==> config.mk <==
export PLATFORM = sky130hd
export DESIGN_NAME = dmem_arbiter
export DESIGN_NICKNAME = d
export VERILOG_FILES = /design/src/rtl/dmem_arb_pkg.sv /design/src/rtl/dmem_arb_pick.sv /design/src/rtl/dmem_arbiter.sv
export SDC_FILE = /design/constraint.sdc
export NUM_CORES = 1
export LEC_CHECK = 0
export ABC_AREA = 1
export CAP_MARGIN = 20
export CORE_AREA = 10 10 121 123
export DETAILED_ROUTE_END_ITERATION = 8
export DIE_AREA = 0 0 131 133
export PLACE_DENSITY = 0.9
export SLEW_MARGIN = 40
export SYNTH_ARGS = -nofsm -noshare
export SYNTH_HDL_FRONTEND = slang
export SYNTH_SLANG_ARGS = --single-unit
==> constraint.sdc <==
create_clock -name clk -period 2.1 [get_ports clk]
set_clock_uncertainty 0.15 [all_clocks]
set_input_delay 0.42 -clock clk [delete_from_list [all_inputs] [get_ports clk]]
set_output_delay 0.42 -clock clk [all_outputs]
set_load 0.005 [all_outputs]
==> src/rtl/dmem_arb_pkg.sv <==
// Shared types for the data-memory arbiter: FSM state encoding,
// master (owner) encoding and the width of the burst beat counter.
package dmem_arb_pkg;

    localparam int BEAT_W = 4;
    localparam logic [BEAT_W-1:0] BEAT_SAT = '1;

    typedef enum logic [1:0] {
        IDLE = 2'd0,
        OWN0 = 2'd1,
        OWN1 = 2'd2
    } state_e;

    typedef enum logic {
        M0 = 1'b0,
        M1 = 1'b1
    } owner_e;

endpackage

==> src/rtl/dmem_arb_pick.sv <==
// Combinational grant decision for the data-memory arbiter.
// Build option: DMEM_ARB_RR_EN selects a round-robin tie-break in IDLE;
// when it is undefined, m0 wins every IDLE tie.
module dmem_arb_pick
    import dmem_arb_pkg::*;
#(
    parameter int BURST_MAX = 4
) (
    input  state_e            state,
    input  logic [BEAT_W-1:0] beat_cnt,
    input  owner_e            last_srv,
    input  logic [1:0]        req,
    output logic [1:0]        gnt
);

    localparam logic [BEAT_W-1:0] BURST_LIM = BEAT_W'(BURST_MAX);

    // Pick at most one master: the current owner keeps the bus until its
    // burst is spent while the other master waits.
    always_comb begin
        // NOTE: every output gets a default first so no path leaves it unassigned (no latch).
        gnt = 2'b00;
        unique case (state)
            IDLE: begin
                if (req == 2'b01) begin
                    gnt = 2'b01;
                end else if (req == 2'b10) begin
                    gnt = 2'b10;
                end else if (req == 2'b11) begin
`ifdef DMEM_ARB_RR_EN
                    gnt = (last_srv == M0) ? 2'b10 : 2'b01;
`else
                    gnt = 2'b01;
`endif
                end
            end
            OWN0: begin
                if (req[0] && ((beat_cnt < BURST_LIM) || !req[1])) begin
                    gnt = 2'b01;
                end else if (req[1]) begin
                    gnt = 2'b10;
                end
            end
            OWN1: begin
                if (req[1] && ((beat_cnt < BURST_LIM) || !req[0])) begin
                    gnt = 2'b10;
                end else if (req[0]) begin
                    gnt = 2'b01;
                end
            end
            default: gnt = 2'b00;
        endcase
    end

`ifndef DMEM_ARB_RR_EN
    // last_srv only steers the round-robin tie-break.
    logic unused_last_srv;
    assign unused_last_srv = last_srv;
`endif

endmodule

==> src/rtl/dmem_arbiter.sv <==
// Two-master arbiter in front of the single-cycle MIPS data memory.
// One access per clock, bounded bursts, registered read data returned to
// the owning master one cycle after the access.
// Build option: DMEM_ARB_RR_EN (round-robin IDLE tie-break, applied in dmem_arb_pick).
module dmem_arbiter
    import dmem_arb_pkg::*;
#(
    parameter int ADDR_W    = 32,
    parameter int DATA_W    = 32,
    parameter int BURST_MAX = 4
) (
    input  logic              clk,
    input  logic              rst,
    input  logic              m0_req,
    input  logic              m0_we,
    input  logic [ADDR_W-1:0] m0_addr,
    input  logic [DATA_W-1:0] m0_wdata,
    output logic              m0_gnt,
    output logic              m0_rvalid,
    output logic [DATA_W-1:0] m0_rdata,
    input  logic              m1_req,
    input  logic              m1_we,
    input  logic [ADDR_W-1:0] m1_addr,
    input  logic [DATA_W-1:0] m1_wdata,
    output logic              m1_gnt,
    output logic              m1_rvalid,
    output logic [DATA_W-1:0] m1_rdata,
    output logic              mem_we,
    output logic [ADDR_W-1:0] mem_a,
    output logic [DATA_W-1:0] mem_wd,
    input  logic [DATA_W-1:0] mem_rd
);

    state_e            state, state_n;
    logic [BEAT_W-1:0] beat_cnt, beat_n;
    owner_e            last_srv, last_n;
    logic [1:0]        pick_gnt;
    logic [1:0]        gnt;
    logic [1:0]        rd_acc;
    logic [1:0]        rvalid_q;
    logic [DATA_W-1:0] rdata0_q, rdata1_q;

    dmem_arb_pick #(
        .BURST_MAX (BURST_MAX)
    ) u_pick (
        .state    (state),
        .beat_cnt (beat_cnt),
        .last_srv (last_srv),
        .req      ({m1_req, m0_req}),
        .gnt      (pick_gnt)
    );

    // Reset suppresses any grant, so an access in flight when rst rises is dropped.
    assign gnt    = rst ? 2'b00 : pick_gnt;
    assign m0_gnt = gnt[0];
    assign m1_gnt = gnt[1];

    assign rd_acc = {gnt[1] & ~m1_we, gnt[0] & ~m0_we};

    assign m0_rvalid = rvalid_q[0] & ~rst;
    assign m1_rvalid = rvalid_q[1] & ~rst;
    assign m0_rdata  = rdata0_q;
    assign m1_rdata  = rdata1_q;

    // Steer the granted master onto the memory pins; drive zeros when idle.
    always_comb begin
        mem_we = 1'b0;
        mem_a  = '0;
        mem_wd = '0;
        if (gnt[0]) begin
            mem_we = m0_we;
            mem_a  = m0_addr;
            mem_wd = m0_wdata;
        end else if (gnt[1]) begin
            mem_we = m1_we;
            mem_a  = m1_addr;
            mem_wd = m1_wdata;
        end
    end

    // Next owner, burst length and most-recently-served master.
    always_comb begin
        state_n = IDLE;
        beat_n  = '0;
        last_n  = last_srv;
        if (gnt[0]) begin
            state_n = OWN0;
            last_n  = M0;
            beat_n  = (state != OWN0)      ? BEAT_W'(1) :
                      (beat_cnt == BEAT_SAT) ? beat_cnt : beat_cnt + BEAT_W'(1);
        end else if (gnt[1]) begin
            state_n = OWN1;
            last_n  = M1;
            beat_n  = (state != OWN1)      ? BEAT_W'(1) :
                      (beat_cnt == BEAT_SAT) ? beat_cnt : beat_cnt + BEAT_W'(1);
        end
    end

    // Arbitration state and registered read return.
    always_ff @(posedge clk) begin
        // NOTE: sequential state uses non-blocking assignments so every register samples pre-edge values.
        if (rst) begin
            state    <= IDLE;
            beat_cnt <= '0;
            last_srv <= M1;
            rvalid_q <= 2'b00;
            rdata0_q <= '0;
            rdata1_q <= '0;
        end else begin
            state    <= state_n;
            beat_cnt <= beat_n;
            last_srv <= last_n;
            rvalid_q <= rd_acc;
            if (rd_acc[0]) rdata0_q <= mem_rd;
            if (rd_acc[1]) rdata1_q <= mem_rd;
        end
    end

endmodule
Yosys cells after proc, flatten, opt, wreduce, memory -nomap -nowiden
Cells that the tools add are included.
{"block": "word_totals", "output_inout_bits": 133, "register_bits": 72, "memories": 0, "mem_bits_rw": 0, "input_bits": 166, "mem_bits_ro": 0, "elab_cells": 53, "latchBits": 0}
{"block": "classes", "muxes": 22, "bitwise": 7, "mul": 0, "shift": 0, "n_lt_le_gt_ge": 1, "n_reduce_logical": 8, "n_eq_ne": 8, "div": 0, "n_addsub": 1}
{"operator": "two-way mux 32 bit", "count": 4}
{"operator": "two-way mux 4 bit", "count": 5}
{"operator": "two-way mux 2 bit", "count": 7}
{"operator": "equality test 2 bit (second input constant)", "count": 3}
{"operator": "one-hot mux 2 bit (3 select lines)", "count": 1}
{"operator": "two-way mux 1 bit", "count": 5}
{"operator": "adder 4 x 1 -> 4 bit (second input constant)", "count": 1}
{"operator": "bitwise AND 1 bit", "count": 4}
{"operator": "equality test 2 x 1 -> 1 bit (second input constant)", "count": 2}
{"operator": "equality test 4 bit (second input constant)", "count": 1}
{"operator": "< comparator 4 x 3 -> 1 bit (second input constant)", "count": 1}
{"operator": "NOT 1 bit", "count": 3}
{"operator": "logical AND 1 bit", "count": 2}
{"operator": "logical NOT 1 bit", "count": 2}
{"operator": "logical NOT 2 bit", "count": 1}
{"operator": "logical OR 1 bit", "count": 2}
{"operator": "inequality test 2 x 1 -> 1 bit (second input constant)", "count": 1}
{"operator": "inequality test 2 bit (second input constant)", "count": 1}
{"operator": "OR reduction 2 bit", "count": 1}

Depth between registers and ports, before layout
{"block": "depth", "ltp_word": 8, "depth_mapped": 10, "mapped_depth_nobuf": 9}

By module
From an unflattened synthesis, not the netlist that was laid out.
{"block": "hier_totals", "cells_unflattened": 403, "hier_area_um2": 3295.7}
{"module": "dmem_arbiter", "cells_per_inst": 385, "instances": 1, "area_per_inst_um2": 3209.3, "seq_area_each_um2": 1461.4}
{"module": "dmem_arb_pick", "cells_per_inst": 18, "instances": 1, "area_per_inst_um2": 86.3, "seq_area_each_um2": 0.0}

Least setup slack after synthesis
OpenSTA, ideal clock, no wires.
{"block": "synth_timing", "path_type": "input port to output port", "from": "in m0_req", "to": "out mem_a[0]", "path_stages": 9, "required_time_ps": 1530, "setup_slack_ps": 184, "arrival_ps": 1346, "path_buffers": 2, "path_cell_list": "a21boi_1 > o21ai_1 > nor2_4 > nand2_2 > inv_2 > buf_4 > buf_4 > nand2_1 > nand2_1"}
{"block": "synth_between", "elab_chain_len": 8, "elab_cells_between_ends": 17, "cone_classes": "eq/ne (3); mux (10); reduce/logical (4)"}
{"item": "start, declared", "line": "dmem_arbiter.sv:14", "source": "input logic m0_req,"}
{"item": "parallel branches: the longest is 4 deep, another holds equality test 2 bit"}
{"item": "one-hot mux 2 bit (3 select lines) (*)", "line": "dmem_arb_pick.sv:23", "source": "unique case (state)"}
{"item": "two-way mux 2 bit (*)", "line": "dmem_arbiter.sv:54", "source": "assign gnt = rst ? 2'b00 : pick_gnt;"}
{"item": "two-way mux 32 bit", "line": "dmem_arbiter.sv:74", "source": "end else if (gnt[1]) begin"}
{"item": "two-way mux 32 bit (*)", "line": "dmem_arbiter.sv:70", "source": "if (gnt[0]) begin"}
{"item": "end, declared", "line": "dmem_arbiter.sv:29", "source": "output logic [ADDR_W-1:0] mem_a,"}
Mark *: on every way between the ends.

Worst setup path after layout
{"block": "layout_timing", "from": "reg beat_cnt[2]", "to": "out mem_a[24]"}
{"block": "layout_between", "elab_chain_len": 8, "elab_cells_between_ends": 11, "cone_classes": "order compare (1); mux (6); reduce/logical (4)"}
{"item": "start, declared", "line": "dmem_arbiter.sv:35", "source": "logic [BEAT_W-1:0] beat_cnt, beat_n;"}
{"item": "start signal, assigned", "line": "dmem_arbiter.sv:111", "source": "beat_cnt <= beat_n;"}
{"item": "< comparator 4 x 3 -> 1 bit (*)", "line": "dmem_arb_pick.sv:38, dmem_arb_pick.sv:45"}
{"item": "logical OR 1 bit, on equally long branches", "line": "dmem_arb_pick.sv:45, dmem_arb_pick.sv:38"}
{"item": "logical AND 1 bit, on equally long branches", "line": "dmem_arb_pick.sv:45, dmem_arb_pick.sv:38"}
{"item": "two-way mux 2 bit, on equally long branches", "line": "dmem_arb_pick.sv:45, dmem_arb_pick.sv:38"}
{"item": "one-hot mux 2 bit (3 select lines) (*)", "line": "dmem_arb_pick.sv:23"}
{"item": "two-way mux 2 bit (*)", "line": "dmem_arbiter.sv:54"}
{"item": "two-way mux 32 bit", "line": "dmem_arbiter.sv:74"}
{"item": "two-way mux 32 bit (*)", "line": "dmem_arbiter.sv:70"}
Mark *: on every way between the ends. The rest lies on a longest branch, timed or not.

==> out/qor.csv <==
metric;value;unit
outcome;complete, but fails checks;
violations;setup timing;
finalHoldViolCount;0;
yosysWarnings;0;
fin_cells;1270;
place_congestion;0.944;
syn_nets;928;
die_w;131;um
finalCritPeriodShare;123;%
worstSetupEndpointType;output pin;
max_stage_delay;0.36;ns
grt_pass1_vias;5890;
cts_htree_levels;3;
cts_tree;built;
clkPwrFrac;32.8;%
p_leak;4.47;nW
setup_ws;-0.486;ns
fillCellCount;866;
drv_cap;0;
setup-violations-final;67;
syn_to_final_growth;107;%
netlist_area;4310;um2
cp_max_fo;7;
synth_edf_count;0;
track_usage;25.4;%
maxSlewHeadroom;54.7;%
synth_seq_area_share;33.5;%
grt_overflow;0;
rsz0062_at_grt;true;
wl_per_cell;20.1;um
hold_depth;4;
drcViolationCount;0;
routed_via_density;4.83;
diodes;0;
wl;25500;um
vias;6136;
hp-class;reg2reg;
nets;1261;
clk_latency;0.33;ns
grt_max_degree;99;
cts-root-buf;clkbuf_16;
ff2ff_path_depth;13;
final.min_clock_period;2.59;ns
slew_violations;0;
dp.cells;1216;
yosys.area.top_type;dfxtp_1;
syn-instance-count;761;
clkSlewWorstSetupHoldPaths;0.06;ns
p_switching;1.26;mW
synth_most_common_cell;nand2_1;
avgSynthCellArea;5.66;um2
firstDrtPassIters;5;
comb_power_share;33.0;%
synthTopCellsByArea;dfxtp_1 33%, nand2_1 29%, inv_1 12%;
ioPinCount;299;
fmax;0.387;GHz
cts.sinks;72;
setup.worst_path.start_class;register;
ys_ff_latch;72;
crit_path_top_delay_cell;dfxtp_4;
dp_hpwl;16100;um
yosys.area.top_type_share;33.5;%
pwr_density_cell;483;nW/um2
grt_pass1_wl;34300;um
dr.first_iter.drc_count;569;
drive_above_1_share;24.0;%
cts_buffers;9;
ant_nets;0;
synth_cell_types;25;
place.port_buffers;298;
cp_cell_sequence;o21ai_4 > buf_6 > nand2_4 > nor2_4 > nor2_4 > nand2_4 > inv_6 > buf_12 > buf_12 > buf_12 > nand2_4 > nand2_2 > buf_6;
multi_input_comb_area;2580;um2
die_area;17400;um2
fp-row-count;41;
vdd_drop_max;0.000443;V
worst_pin_slew;0.680;ns
ys.flop_type;dfxtp_1;
crit_type;reg2out;
die_y;133;um
seqCellArea;1450;um2
critPathRequiredTime;1.53;ns
antenna_found_initial;1;
netlist_top_cells_count;335 x nand2_1, 139 x inv_1, 73 x nor2_1;
whs;0.357;ns
core_area;12400;um2
p_int;3.04;mW
seq_power_share;34.2;%
crit_arrival;2.02;ns
netSwitchingFraction;29.3;%
cts_buffer_depth;2;
async_flop_share;0;%
initial_core_util;34.8;%
## worst max-delay path: cells and delay by family (launching register included)
family	cells	cell delay, ns
DFF	1	0.36
and+or+nand+nor	6	0.40
buffers and inverters	6	0.72
AOI/OAI and AO/OA	1	0.18
## sequential cells by signal, indices dropped and copies added, names as in the netlist
signal / cells
state: 2
rvalid_q: 2
m1_rdata: 32
beat_cnt: 4
m0_rdata: 32
## power groups by stage
stage          clock [mW]  combinational (mW)  sequential, mW
2_1_floorplan           0               0.367            1.50
3_3_place_gp            0                1.14            1.50
3_5_place_dp            0                1.15            1.50
4_1_cts              1.42                1.30            1.47
5_1_grt              1.49                1.52            1.48
6_report             1.41                1.42            1.47
## per-stage QoR
step | utilization, % | cell area (um2) | TNS, ns | worst slack, ns | total power [mW]
after floorplan | - | 4310 | 0 | 0.184 | 1.87
after global placement | 61.7 | 7630 | -72.17 | -0.912 | 2.64
after detailed placement | 61.7 | 7630 | -72.08 | -0.883 | 2.65
after CTS | 69.1 | 8540 | -25.16 | -0.414 | 4.19
after global routing | 72.0 | 8900 | -29.82 | -0.560 | 4.49
final | 72.0 | 8900 | -25.12 | -0.486 | 4.30
## cell usage in the layout (no fill, tap or decap), types with 2 or more instances in the layout
cell             instances
a21oi_1                  2
buf_12                  17
buf_16                  12
buf_2                   42
buf_4                   26
buf_6                   40
clkbuf_16                9
clkdlybuf4s50_1        228
clkinv_2                 2
clkinvlp_4               2
dfxtp_1                 68
dfxtp_2                  3
inv_1                  139
inv_2                    2
nand2_1                244
nand2_2                 55
nand2_4                 38
nand3_1                  6
nand4_1                 64
nor2_1                  73
nor2_4                   3
o21ai_1                  3
o21ai_2                  2
## kinds of logic (layout without fill, tap and decap cells)
family          after synthesis  in the layout  share of synthesized area (%)
compound gates               11             11                           1.42
buf+inv                     189            526                           17.4
fa+ha+maj                     1              1                          0.290
flops                        72             72                           33.5
simple gates                488            488                           47.4
## metal layers
| layer | vias to the layer above | share of wire [%] | track usage (%) |
|---|---|---|---|
| met3 | 107 | 13 | 12.5 |
| li1 | 2946 | - | - |
| met5 | - | 0.055 | 0.926 |
| met2 | 325 | 47 | 41.6 |
| met4 | 2 | 6.5 | 16.2 |
| met1 | 2756 | 33 | 24.9 |
## final cells by class
class / instances / area share [%]
Clock buffer: 10 / 2.69
Clock inverter: 5 / 0.380
Inverter: 143 / 6.09
Multi-Input combinational cell: 500 / 29.0
Sequential cell: 72 / 16.3
Tap cell: 172 / 2.42
Timing Repair Buffer: 368 / 43.2
## path summary, 6_finish.rpt
check	startpoint	end	slack [ns]
worst max-delay path	beat_cnt[2]	mem_a[24]	-0.49
worst min-delay path	m1_rdata[8]	m1_rdata[8]	0.36
worst max register to register	beat_cnt[3]	beat_cnt[3]	0.05
worst min register to register	m1_rdata[8]	m1_rdata[8]	0.36
## repair_timing
action,CTS,global route
gates resized for setup,389,94
endpoints found under the setup margin,98,99
buffers inserted,27,7
hold buffers,0,0
gates cloned,12,0
endpoints found under the hold margin,0,0
pin swaps,37,27
Power figures use the tool's default switching activity.
